## src/rtl/alu_shift_pipe_pkg.sv

```systemverilog
// Shared types for the two-stage shift pipe: op encoding and shift-amount width.
package alu_shift_pipe_pkg;

  typedef enum logic [1:0] {
    OpSll = 2'b00,
    OpSrl = 2'b01,
    OpSra = 2'b10,
    OpRor = 2'b11
  } shift_op_e;

  localparam int unsigned ShamtW = 5;

endpackage

```

## src/rtl/alu_shift_pipe_shift_step.sv

```systemverilog
// One conditional shift level of the shift network: shifts by DIST when en_i is set.
module alu_shift_pipe_shift_step
  import alu_shift_pipe_pkg::*;
#(
  parameter int unsigned WIDTH = 32,
  parameter int unsigned DIST  = 1
) (
  input  shift_op_e        op_i,
  input  logic             sign_i,
  input  logic             en_i,
  input  logic [WIDTH-1:0] data_i,
  output logic [WIDTH-1:0] data_o
);

  always_comb begin
    data_o = data_i;
    if (en_i) begin
      unique case (op_i)
        OpSll: data_o = {data_i[WIDTH-DIST-1:0], {DIST{1'b0}}};
        OpSrl: data_o = {{DIST{1'b0}}, data_i[WIDTH-1:DIST]};
        // Fill from the operand's original sign, not the partial result's MSB.
        OpSra: data_o = {{DIST{sign_i}}, data_i[WIDTH-1:DIST]};
        OpRor: data_o = {data_i[DIST-1:0], data_i[WIDTH-1:DIST]};
      endcase
    end
  end

endmodule

```

## src/rtl/alu_shift_pipe.sv

```systemverilog
// Two-stage pipelined 32-bit shifter (SLL/SRL/SRA/ROR) with valid/ready flow control and flush.
module alu_shift_pipe
  import alu_shift_pipe_pkg::*;
#(
  parameter int unsigned WIDTH = 32,
  parameter int unsigned TAG_W = 5
) (
  input  logic              clock,
  input  logic              reset_n,
  input  logic              flush,
  input  logic              in_valid,
  output logic              in_ready,
  input  logic [1:0]        in_op,
  input  logic [WIDTH-1:0]  in_data,
  input  logic [ShamtW-1:0] in_shamt,
  input  logic [TAG_W-1:0]  in_tag,
  output logic              out_valid,
  input  logic              out_ready,
  output logic [WIDTH-1:0]  out_data,
  output logic [TAG_W-1:0]  out_tag,
  output logic              busy
);

  logic             s1_v_q, s1_v_d, s2_v_q, s2_v_d;
  shift_op_e        s1_op_q, s1_op_d;
  logic [2:0]       s1_lo_q, s1_lo_d;
  logic             s1_sign_q, s1_sign_d;
  logic [WIDTH-1:0] s1_data_q, s1_data_d;
  logic [TAG_W-1:0] s1_tag_q, s1_tag_d;
  logic [WIDTH-1:0] s2_data_q, s2_data_d;
  logic [TAG_W-1:0] s2_tag_q, s2_tag_d;

  logic             s1_adv, s2_adv;
  shift_op_e        in_op_e;
  logic [WIDTH-1:0] p16, p8, p4, p2, p1;

  assign in_op_e = shift_op_e'(in_op);

  // Stage 1 network: coarse shifts by 16 and 8.
  alu_shift_pipe_shift_step #(.WIDTH(WIDTH), .DIST(16)) u_step16 (
    .op_i(in_op_e), .sign_i(in_data[WIDTH-1]), .en_i(in_shamt[4]), .data_i(in_data), .data_o(p16)
  );
  alu_shift_pipe_shift_step #(.WIDTH(WIDTH), .DIST(8)) u_step8 (
    .op_i(in_op_e), .sign_i(in_data[WIDTH-1]), .en_i(in_shamt[3]), .data_i(p16), .data_o(p8)
  );

  // Stage 2 network: fine shifts by 4, 2 and 1 on the registered partial.
  alu_shift_pipe_shift_step #(.WIDTH(WIDTH), .DIST(4)) u_step4 (
    .op_i(s1_op_q), .sign_i(s1_sign_q), .en_i(s1_lo_q[2]), .data_i(s1_data_q), .data_o(p4)
  );
  alu_shift_pipe_shift_step #(.WIDTH(WIDTH), .DIST(2)) u_step2 (
    .op_i(s1_op_q), .sign_i(s1_sign_q), .en_i(s1_lo_q[1]), .data_i(p4), .data_o(p2)
  );
  alu_shift_pipe_shift_step #(.WIDTH(WIDTH), .DIST(1)) u_step1 (
    .op_i(s1_op_q), .sign_i(s1_sign_q), .en_i(s1_lo_q[0]), .data_i(p2), .data_o(p1)
  );

  assign s2_adv    = !s2_v_q || out_ready;
  assign s1_adv    = !s1_v_q || s2_adv;
  assign in_ready  = s1_adv;
  assign out_valid = s2_v_q;
  assign out_data  = s2_data_q;
  assign out_tag   = s2_tag_q;
  assign busy      = s1_v_q || s2_v_q;

  always_comb begin
    s1_v_d    = s1_v_q;
    s1_op_d   = s1_op_q;
    s1_lo_d   = s1_lo_q;
    s1_sign_d = s1_sign_q;
    s1_data_d = s1_data_q;
    s1_tag_d  = s1_tag_q;
    s2_v_d    = s2_v_q;
    s2_data_d = s2_data_q;
    s2_tag_d  = s2_tag_q;
    if (flush) begin
      // Flush kills everything in flight and refuses the op being offered.
      s1_v_d = 1'b0;
      s2_v_d = 1'b0;
    end else begin
      if (s2_adv) begin
        s2_v_d = s1_v_q;
        if (s1_v_q) begin
          s2_data_d = p1;
          s2_tag_d  = s1_tag_q;
        end
      end
      if (s1_adv) begin
        s1_v_d = in_valid;
        if (in_valid) begin
          s1_op_d   = in_op_e;
          s1_lo_d   = in_shamt[2:0];
          s1_sign_d = in_data[WIDTH-1];
          s1_data_d = p8;
          s1_tag_d  = in_tag;
        end
      end
    end
  end

  always_ff @(posedge clock) begin
    if (!reset_n) begin
      s1_v_q    <= 1'b0;
      s1_op_q   <= OpSll;
      s1_lo_q   <= '0;
      s1_sign_q <= 1'b0;
      s1_data_q <= '0;
      s1_tag_q  <= '0;
      s2_v_q    <= 1'b0;
      s2_data_q <= '0;
      s2_tag_q  <= '0;
    end else begin
      s1_v_q    <= s1_v_d;
      s1_op_q   <= s1_op_d;
      s1_lo_q   <= s1_lo_d;
      s1_sign_q <= s1_sign_d;
      s1_data_q <= s1_data_d;
      s1_tag_q  <= s1_tag_d;
      s2_v_q    <= s2_v_d;
      s2_data_q <= s2_data_d;
      s2_tag_q  <= s2_tag_d;
    end
  end

endmodule
```

## config.mk

```make
export PLATFORM = sky130hd
export DESIGN_NAME = alu_shift_pipe
export DESIGN_NICKNAME = d
export VERILOG_FILES = /design/src/rtl/alu_shift_pipe_pkg.sv /design/src/rtl/alu_shift_pipe_shift_step.sv /design/src/rtl/alu_shift_pipe.sv
export SDC_FILE = /design/constraint.sdc
export NUM_CORES = 1
export LEC_CHECK = 0
export CORE_ASPECT_RATIO = 1.4
export CORE_MARGIN = 4
export CORE_UTILIZATION = 30
export CTS_CLUSTER_SIZE = 40
export DETAILED_ROUTE_END_ITERATION = 10
export PLACE_DENSITY_LB_ADDON = 0.08
export SYNTH_ARGS = -nofsm -noshare
export SYNTH_HDL_FRONTEND = slang
export SYNTH_SLANG_ARGS = --single-unit
export TNS_END_PERCENT = 1
```

## constraint.sdc

```tcl
create_clock -name clock -period 1.8 [get_ports clock]
set_input_delay 0.36 -clock clock [delete_from_list [all_inputs] [get_ports clock]]
set_output_delay 0.36 -clock clock [all_outputs]
set_load 0.02 [all_outputs]
```

==> flow_metrics.env, run 1 <==
export IMPL_outcome="complete, but fails checks"
export IMPL_violations="negative setup slack"
export IMPL_setup_ws_ns=-0.1885
export IMPL_ios=89
export IMPL_crit_required_ns=2.09
export IMPL_synth_area_leaders="dfxtp_1 (23%), a21oi_1 (7.6%), o21ai_0 (6.4%)"
export IMPL_power_density_mw_per_mm2=531.7
export IMPL_combPwrFrac_pct=37.3
export IMPL_grt_max_degree=44
export IMPL_min_path_type="register to register"
export IMPL_synth_top_cell_area_share_pct=22.71
export IMPL_cp_end_kind="register"
export IMPL_p_leak_nw=4.411
export IMPL_die_w_um=139.2
export IMPL_wire_per_inst_um=22.10
export IMPL_clkPwrFrac_pct=30.7
export IMPL_cts_max_level=3
export IMPL_yosysWarningCount=0
export IMPL_die_area_mm2=0.02668
export IMPL_n_antenna_cell=0
export IMPL_io_buffers=88
export IMPL_syn_area_per_cell_um2=7.158
export IMPL_route_detailed_drc=0
export IMPL_fmax_mhz=502.9
export IMPL_wl_mm=36.00
export IMPL_drt_iter0_drc=731
export IMPL_synth_largest_area_cell="dfxtp_1"
export IMPL_firstDrtPassIters=6
export IMPL_initial_core_util_pct=30.83
export IMPL_ant_nets=0
export IMPL_track_usage_pct=25.65
export IMPL_cts_buffer_depth=2
export IMPL_final_max_slew_viol_count=0
export IMPL_drive_above_1_share_pct=36.13
export IMPL_setup_viol=28
export IMPL_routed_via_density=5.737
export IMPL_worst_pin_slew_ns=0.4625
export IMPL_clk_pin_slew_ns=0.07
export IMPL_synth_seq_cells=82
export IMPL_p_sw_share_pct=34.14
export IMPL_crit_arrival_ns=2.28
export IMPL_final_nets=1367
export IMPL_cts_tree="yes"
export IMPL_num_rows=66
export IMPL_fin_crit_ns=1.988
export IMPL_die_h_um=191.7
export IMPL_async_reset_ff_share_pct=0
export IMPL_design_area_mm2=0.01159
export IMPL_grt_pass1_vias=9119
export IMPL_synthCells=1010
export IMPL_synth_edf_count=0
export IMPL_via_count=9345
export IMPL_grt_pass1_wl_mm=53.62
export IMPL_coreArea_mm2=0.02345
export IMPL_crit_type="register to register"
export IMPL_dpl_hpwl_mm=28.49
export IMPL_finalHoldViolations=0
export IMPL_areaGrowthSynthToFinish_pct=60.26
export IMPL_pwr_share_seq_pct=32.0
export IMPL_skew_ns=0.005806
export IMPL_clock_sinks=82
export IMPL_startpoint_type="register"
export IMPL_synthFlopType="dfxtp_1"
export IMPL_syn_area_mm2=0.007229
export IMPL_syn_num_nets=1059
export IMPL_net_switching_power_w=0.002103
export IMPL_worstPathMaxFanout=6
export IMPL_peakVddDrop_v=0.0004209
export IMPL_slew_headroom_pct=68.37
export IMPL_cts_root_buf="clkbuf_16"
export IMPL_final_core_util_pct=49.40
export IMPL_clkLatencyLatePin_ns=0.35
export IMPL_grt_overflow=0
export IMPL_synth_seq_area_share_pct=22.71
export IMPL_synth_cell_types=83
export IMPL_internal_power_w=0.004058
export IMPL_placed_area_mm2=0.01053
export IMPL_numCtsBuffers=9
export IMPL_gp_congestion=0.9647
export IMPL_maxCapViolations=0
export IMPL_post_route_period_util_pct=110.5
export IMPL_rsz0062_at_grt="yes"
export IMPL_antenna_found_initial=0
## layout make-up
cell class | instances | area, um2
clock buffers | 9 | 225.2
flip-flops and latches | 82 | 1654
repair buffers | 399 | 3480
inverters | 13 | 52.55
multi-input cells | 813 | 5713
well taps | 306 | 382.9
fillers | 2378 | 11870
clock inverters | 7 | 78.83
## metrics by stage
step                      setup TNS (ns)  power (W)  hold WS, ns  worst slack (ns)  std cells
after floorplan                        0   0.002948       0.4321           0.03832       1010
after global routing              -4.860   0.006393       0.4732           -0.2270       1629
after global placement            -19.70   0.004074       0.4397           -0.5565       1610
after detailed placement          -20.41   0.004061       0.4443           -0.5306       1610
after CTS                         -2.866   0.006015       0.4539           -0.1964       1626
final                             -2.613   0.006161       0.4512           -0.1885       1629
## synth_stat cells (12+ instances only)
cell type / n
nor2_1: 62
nand2b_1: 13
and2_1: 24
dfxtp_1: 82
nand3_1: 31
o22ai_1: 15
o21ai_0: 93
a31oi_1: 32
a21oi_1: 110
nor2b_1: 42
a311oi_1: 18
nand2_1: 108
o221ai_1: 23
clkbuf_1: 54
a211oi_1: 12
and3_1: 12
buf_2: 31
## flip-flops by register name, indices dropped and copies added (netlist names)
| name | count |
|---|---|
| out_tag | 5 |
| s1_op_q | 2 |
| out_data | 32 |
| out_valid | 1 |
| s1_data_q | 32 |
| s1_sign_q | 1 |
| s1_v_q | 1 |
| s1_tag_q | 5 |
| s1_lo_q | 3 |
## placed cells by master (no fill, tap or decap), drive strengths merged, types with 12 or more instances in the layout
cell	instances
buf	311
a21oi	111
nand2	108
o21ai	105
clkdlybuf4s50	83
dfxtp	82
nor2	63
nor2b	42
a31oi	35
nand3	31
and2	24
o221ai	24
or3b	20
a311oi	20
o22ai	15
a211oi	14
nand2b	13
and3	12
a21boi	12
## path summary, 6_finish.rpt
path	from	endpoint	slack [ns]	cells after the start
setup / recovery	s1_op_q[0]	out_data[11]	-0.19	6
hold / removal	s1_tag_q[3]	out_tag[3]	0.45	2
setup reg to reg	s1_op_q[0]	out_data[11]	-0.19	6
hold reg to reg	s1_tag_q[3]	out_tag[3]	0.45	2
## metal layers
layer | up-vias | track usage (%) | part of all wire (%) | wire (um)
met3 | 114 | 2.341 | 4.1 | 1459
li1 | 4453 | - | - | -
met4 | 0 | 14.76 | 6.9 | 2480
met1 | 4438 | 28.75 | 39 | 13870
met5 | - | 0 | 0 | 0
met2 | 340 | 47.31 | 51 | 18190
## critical path, cell delays in order, from the launching register on
cell	delay, ns
dfxtp_4	0.40
buf_12	0.16
or3b_4	0.44
a311oi_2	0.29
a311oi_4	0.11
a211o_4	0.39
a21oi_2	0.13
## power by group through the flow
stage / Combinational (W) / Sequential [W] / Clock, W
floorplan: 0.000938 / 0.00201 / 0
global placement: 0.00207 / 0.00200 / 0
detailed placement: 0.00206 / 0.00200 / 0
CTS: 0.00211 / 0.00196 / 0.00194
global route: 0.00243 / 0.00198 / 0.00198
finish: 0.00230 / 0.00197 / 0.00189
## cell families after synthesis
group,Yosys count,synth area share (%)
buf+inv,115,7.234
simple gates,348,25.04
mux,16,2.700
compound gates,449,42.32
flops,82,22.71
## timing repair
action                     in CTS  in global routing
gates cloned                    0                  2
buffers inserted                0                  2
pin swaps                       8                 36
setup endpoints to repair      41                 57
gates resized for setup        51                106
hold buffers                    0                  0
Power figures use the tool's default switching activity.
==> run 2: changes to the inputs <==
- RECOVER_POWER: default -> 25
==> flow_metrics.env, run 2 (same netlist as run 1, synthesis figures left out) <==
export IMPL_outcome="complete, but fails checks"
export IMPL_violations="negative setup slack"
export IMPL_skew_ns=0.005645
export IMPL_post_route_period_util_pct=110.7
export IMPL_setup_viol=31
export IMPL_p_sw_share_pct=34.15
export IMPL_ant_nets=0
export IMPL_clk_pin_slew_ns=0.07
export IMPL_clkPwrFrac_pct=30.8
export IMPL_regArea_mm2=0.001654
export IMPL_reg2regPathDepth=6
export IMPL_hold_ws_ns=0.4512
export IMPL_clock_sinks=82
export IMPL_maxCapViolations=0
export IMPL_via_count=9334
export IMPL_ios=89
export IMPL_num_rows=66
export IMPL_combPwrFrac_pct=37.2
export IMPL_grt_pass1_wl_mm=53.62
export IMPL_n_antenna_cell=0
export IMPL_multi_input_area_mm2=0.005707
export IMPL_drive_above_1_share_pct=36.13
export IMPL_grt_pass1_vias=9119
export IMPL_worstPathMaxFanout=6
export IMPL_r2r_end="out_data[11]"
export IMPL_finalPower_w=0.006157
export IMPL_min_path_type="register to register"
export IMPL_final_cell_mix="buf_4 (284), nand2_1 (107), a21oi_1 (99), o21ai_0 (81), dfxtp_1 (78)"
export IMPL_track_usage_pct=25.65
export IMPL_design_area_mm2=0.01158
export IMPL_io_buffers=88
export IMPL_pwr_share_seq_pct=32.0
export IMPL_final_nets=1367
export IMPL_cp_end_kind="register"
export IMPL_route_detailed_drc=0
export IMPL_die_area_mm2=0.02668
export IMPL_fmax_mhz=501.8
export IMPL_wire_per_inst_um=22.08
export IMPL_setup_ws_ns=-0.1927
export IMPL_cts_tree="yes"
export IMPL_fin_tns_setup_ns=-2.753
export IMPL_r2r_setup_slack_ns=-0.19
export IMPL_min_path_cells=2
export IMPL_worst_pin_slew_ns=0.5901
export IMPL_routed_via_density=5.730
export IMPL_crit_type="register to register"
export IMPL_cts_max_level=3
export IMPL_clkLatencyLatePin_ns=0.36
export IMPL_p_leak_nw=4.436
export IMPL_internal_power_w=0.004055
export IMPL_final_max_slew_viol_count=0
export IMPL_placed_area_mm2=0.01053
export IMPL_rsz0062_at_grt="yes"
export IMPL_die_w_um=139.2
export IMPL_drt_iter0_drc=734
export IMPL_fin_crit_ns=1.993
export IMPL_coreArea_mm2=0.02345
export IMPL_initial_core_util_pct=30.83
export IMPL_final_common_cell="buf_4"
export IMPL_slew_headroom_pct=60.66
export IMPL_die_h_um=191.7
export IMPL_fillers=2380
export IMPL_dpl_hpwl_mm=28.49
export IMPL_peakVddDrop_v=0.0004238
export IMPL_cts_root_buf="clkbuf_16"
export IMPL_grt_overflow=0
export IMPL_antenna_found_initial=0
export IMPL_rr_startpoint="s1_op_q[0]"
export IMPL_path_cells="buf_12 > or3b_4 > a311oi_2 > a311oi_4 > a211o_4 > a21oi_2"
export IMPL_crit_slowest_cell="or3b_4"
export IMPL_areaGrowthSynthToFinish_pct=60.14
export IMPL_crit_arrival_ns=2.28
export IMPL_firstDrtPassIters=5
export IMPL_power_density_mw_per_mm2=531.8
export IMPL_finalHoldViolations=0
export IMPL_fin_cells=1629
export IMPL_net_switching_power_w=0.002103
export IMPL_max_stage_delay_ns=0.44
export IMPL_dp_cells=1610
export IMPL_numCtsBuffers=9
export IMPL_cts_buffer_depth=2
export IMPL_holdCritStartpoint="s1_tag_q[3]"
export IMPL_gp_congestion=0.9647
export IMPL_grt_max_degree=44
export IMPL_min_to="out_tag[3]"
export IMPL_wl_mm=35.97
export IMPL_startpoint_type="register"
export IMPL_crit_required_ns=2.09
run 2: cell count changes in the layout (fill, tap and decap cells not counted):
cell / before / now
clkdlybuf4s50_1: 83 / 75
clkbuf_2: 0 / 1
buf_4: 285 / 284
nor3b_2: 0 / 1
nor3b_4: 2 / 1
dlygate4sd3_1: 0 / 8
run 2: routing by layer:
| layer | track usage, % | up-vias | part of all wire, % |
|---|---|---|---|
| met1 | 28.75 | 4432 | 39 |
| met4 | 14.76 | 0 | 6.9 |
| li1 | - | 4453 | - |
| met3 | 2.341 | 111 | 3.8 |
| met5 | 0 | - | 0 |
| met2 | 47.31 | 338 | 50 |
run 2: layout make-up:
cell class / count / area share, %
clock inverter: 7 / 0.6809
tap: 306 / 3.307
multi-input combinational: 813 / 49.29
clock buffer: 9 / 1.945
timing repair buffer: 399 / 30.03
inverter: 13 / 0.4539
sequential: 82 / 14.29
run 2: worst max path at each step:
| stage | from | to |
|---|---|---|
| after CTS | s1_op_q[0] | out_data[11] |
| after detailed placement | in_op[0] | s1_data_q[19] |
| after global placement | s1_op_q[0] | out_data[18] |
| final | s1_op_q[0] | out_data[11] |
| after global routing | s1_op_q[0] | out_data[24] |
| after floorplan | out_valid | s1_data_q[30] |
run 2: through the flow:
stage	util (%)	worst slack (ns)
6_report	49.37	-0.1927
5_1_grt	49.37	-0.2269
4_1_cts	46.95	-0.1964
3_5_place_dp	44.88	-0.5306
3_3_place_gp	44.88	-0.5565
2_1_floorplan	-	0.03832
run 2: what timing repair did:
| item | CTS | global route |
|---|---|---|
| pin swaps | 8 | 36 |
| endpoints found under the setup margin | 41 | 57 |
| hold buffers | 0 | 0 |
| gates cloned | 0 | 2 |
| hold endpoints to repair | 0 | 0 |
| setup buffers | 0 | 2 |
| gates resized for setup | 51 | 106 |
run 2: power groups by stage:
stage                     sequential [W]  combinational, W  clock (W)
final                            0.00197           0.00229    0.00189
after global routing             0.00198           0.00243    0.00198
after CTS                        0.00196           0.00211    0.00194
after detailed placement         0.00200           0.00206          0
after global placement           0.00200           0.00207          0
after floorplan                  0.00201          0.000938          0
run 2: worst max-delay path, delay by kind of cell, from the launching register on:
kind	cells	cell delay, ns
DFF	1	0.40
AOI/OAI and AO/OA	4	0.91
and+or+nand+nor	1	0.44
buffers and inverters	1	0.16
==> run 3: changes to the inputs <==
--- a/config.mk
+++ b/config.mk
@@ -9,3 +9,3 @@
 export CORE_MARGIN = 4
-export CORE_UTILIZATION = 30
+export CORE_UTILIZATION = 52
 export CTS_CLUSTER_SIZE = 40
@@ -16,2 +16,3 @@
 export SYNTH_HDL_FRONTEND = slang
+export SYNTH_HIERARCHICAL = 1
 export SYNTH_SLANG_ARGS = --single-unit
==> constraint.sdc (replaced) <==
create_clock -name clock -period 1.8 [get_ports clock]
set_input_delay 0.54 -clock clock [delete_from_list [all_inputs] [get_ports clock]]
set_output_delay 0.54 -clock clock [all_outputs]
set_load 0.02 [all_outputs]
==> flow_metrics.env, run 3 <==
export IMPL_outcome="complete, but fails checks"
export IMPL_violations="negative setup slack"
export IMPL_min_path_type="register to register"
export IMPL_coreArea_mm2=0.01451
export IMPL_cts_root_buf="clkbuf_16"
export IMPL_synth_cell_types=37
export IMPL_wire_per_inst_um=16.64
export IMPL_skew_ns=0.008281
export IMPL_antenna_found_initial=0
export IMPL_grt_max_degree=64
export IMPL_grt_pass1_wl_mm=37.18
export IMPL_slew_headroom_pct=28.45
export IMPL_worstPathMaxFanout=6
export IMPL_synthFlopType="dfxtp_1"
export IMPL_fin_crit_ns=2.449
export IMPL_rr_startpoint="s1_op_q[0]"
export IMPL_wl_mm=23.44
export IMPL_reg2regPathDepth=10
export IMPL_clkLatencyLatePin_ns=0.34
export IMPL_cts_buffer_depth=2
export IMPL_r2r_end="out_data[14]"
export IMPL_final_nets=1263
export IMPL_synth_seq_area_share_pct=21.34
export IMPL_die_h_um=151.9
export IMPL_power_density_mw_per_mm2=561.7
export IMPL_post_route_period_util_pct=136.0
export IMPL_clock_sinks=82
export IMPL_syn_area_per_cell_um2=7.395
export IMPL_ios=89
export IMPL_n_antenna_cell=0
export IMPL_initial_core_util_pct=53.01
export IMPL_drt_iter0_drc=391
export IMPL_finalPower_w=0.006038
export IMPL_peakVddDrop_v=0.0004414
export IMPL_io_buffers=88
export IMPL_fillers=1131
export IMPL_final_max_slew_viol_count=0
export IMPL_drive_above_1_share_pct=30.27
export IMPL_hold_ws_ns=0.4737
export IMPL_worst_pin_slew_ns=1.071
export IMPL_fmax_mhz=408.4
export IMPL_die_area_mm2=0.01683
export IMPL_num_rows=52
export IMPL_synth_seq_cells=82
export IMPL_cp_end_kind="register"
export IMPL_via_count=8115
export IMPL_startpoint_type="register"
export IMPL_maxCapViolations=0
export IMPL_max_stage_delay_ns=0.39
export IMPL_final_common_cell="buf_4"
export IMPL_synthCells=1040
export IMPL_grt_pass1_vias=7626
export IMPL_r2r_setup_slack_ns=-0.65
export IMPL_crit_arrival_ns=2.72
export IMPL_yosysWarningCount=6
export IMPL_crit_required_ns=2.07
export IMPL_min_path_cells=2
export IMPL_dp_slack_ns=-0.7821
export IMPL_path_cells="buf_6 > buf_6 > or3b_1 > a31oi_2 > or3b_1 > a31oi_2 > mux2i_1 > a21oi_1 > nand3_2 > a21boi_1"
export IMPL_syn_area_mm2=0.007691
export IMPL_yosysMostFrequentCell="nand2_1"
export IMPL_synth_common_cells="nand2_1 (118), mux2i_1 (104), nor2_1 (103)"
export IMPL_final_cell_mix="buf_4 (161), nand2_1 (118), mux2i_1 (104), nor2_1 (103), dfxtp_1 (77)"
export IMPL_grt_overflow=0
export IMPL_syn_num_nets=1089
export IMPL_setup_viol=34
export IMPL_areaGrowthSynthToFinish_pct=39.76
export IMPL_cts_hold_repair_buffers=0
export IMPL_synth_area_leaders="dfxtp_1 (21%), mux2i_1 (14%), or3b_1 (7.7%)"
export IMPL_rsz0062_at_grt="yes"
export IMPL_numCtsBuffers=9
export IMPL_synth_largest_area_cell="dfxtp_1"
export IMPL_p_leak_nw=4.299
export IMPL_cts_tree="yes"
export IMPL_async_reset_ff_share_pct=0
export IMPL_die_w_um=110.8
export IMPL_route_detailed_drc=0
export IMPL_cts_max_level=3
export IMPL_finalHoldViolations=0
export IMPL_synth_edf_count=0
export IMPL_synth_top_cell_area_share_pct=21.34
export IMPL_crit_slowest_cell="dfxtp_4"
export IMPL_clk_pin_slew_ns=0.06
export IMPL_gp_congestion=0.8588
export IMPL_crit_type="register to register"
export IMPL_min_to="out_data[21]"
export IMPL_setup_ws_ns=-0.6488
export IMPL_dpl_hpwl_mm=17.28
export IMPL_firstDrtPassIters=5
export IMPL_holdCritStartpoint="out_data[21]"
export IMPL_routed_via_density=5.763
export IMPL_ant_nets=0
export IMPL_track_usage_pct=26.21
[run 3: cell count changes after synthesis, sizes merged, moves of 29 or more]
cell	previous run	this run
or3b	20	68
nor2	63	106
mux2i	6	104
a21oi	111	32
inv	10	47
nor2b	42	1
a31oi	35	68
buf	48	77
[run 3: through the flow]
stage                     TNS [ns]  cells  area (um2)  util (%)
after detailed placement    -41.38   1382        9846     67.86
after floorplan             -10.21   1040        7858         -
after global placement      -39.69   1382        9846     67.86
final                       -15.10   1408       10750     74.09
after CTS                   -14.92   1408       10560     72.81
after global routing        -19.34   1408       10750     74.09
[run 3: worst max-delay path by stage]
stage          slack (ns)       start  cells past startpoint             to
6_report            -0.65  s1_op_q[0]                     10   out_data[14]
5_1_grt             -0.75  s1_op_q[0]                     10   out_data[14]
4_1_cts             -0.51  s1_op_q[0]                      9   out_data[23]
3_5_place_dp        -0.78    in_op[0]                      8  s1_data_q[14]
3_3_place_gp        -0.78    in_op[0]                      8  s1_data_q[13]
2_1_floorplan       -0.35  s1_op_q[0]                      9   out_data[29]
[run 3: cell type report]
type,instances,area [um2],area share [%]
multi-input cells,794,5834,54.28
repair buffers,280,2542,23.65
flip-flops and latches,82,1655,15.40
clock buffers,11,242.7,2.258
well taps,189,236.5,2.200
inverters,47,176.4,1.641
clock inverters,5,61.31,0.5704
[run 3: cells by family (layout without fill, tap and decap cells)]
| group | after synthesis | count (layout) | synth area share, % |
|---|---|---|---|
| flip-flops | 82 | 82 | 21.34 |
| multiplexers | 104 | 104 | 13.54 |
| AO/OA/AOI/OAI | 305 | 305 | 25.17 |
| AND/OR/NAND/NOR | 385 | 385 | 27.96 |
| buffers and inverters | 164 | 343 | 11.99 |
[run 3: timing repair]
item                       4_1_cts  5_1_grt
resized for setup              127       43
hold endpoints to repair         0        0
buffers inserted                10        0
setup endpoints to repair      114       62
pin swaps                       74       17
[run 3: routing by layer]
| metal | GRT usage, % | vias to the layer above | wire length, um |
|---|---|---|---|
| met3 | 2.905 | 65 | 604 |
| met5 | 0 | - | 0 |
| met1 | 27.75 | 3777 | 9047 |
| li1 | - | 4082 | - |
| met2 | 50.81 | 191 | 12720 |
| met4 | 12.32 | 0 | 1063 |
[run 3: report_power, final]
group | internal (W) | switching, W
Clock | 0.00112 | 0.000761
Sequential | 0.00188 | 0.0000605
Combinational | 0.00107 | 0.00114
[run 3: critical path: cells and delay by family, from the launching register on]
kind | cells | cell delay [ns]
flip-flops | 1 | 0.39
AND/OR/NAND/NOR | 3 | 0.84
AO/OA/AOI/OAI | 4 | 0.76
buffers and inverters | 2 | 0.25
multiplexers | 1 | 0.14
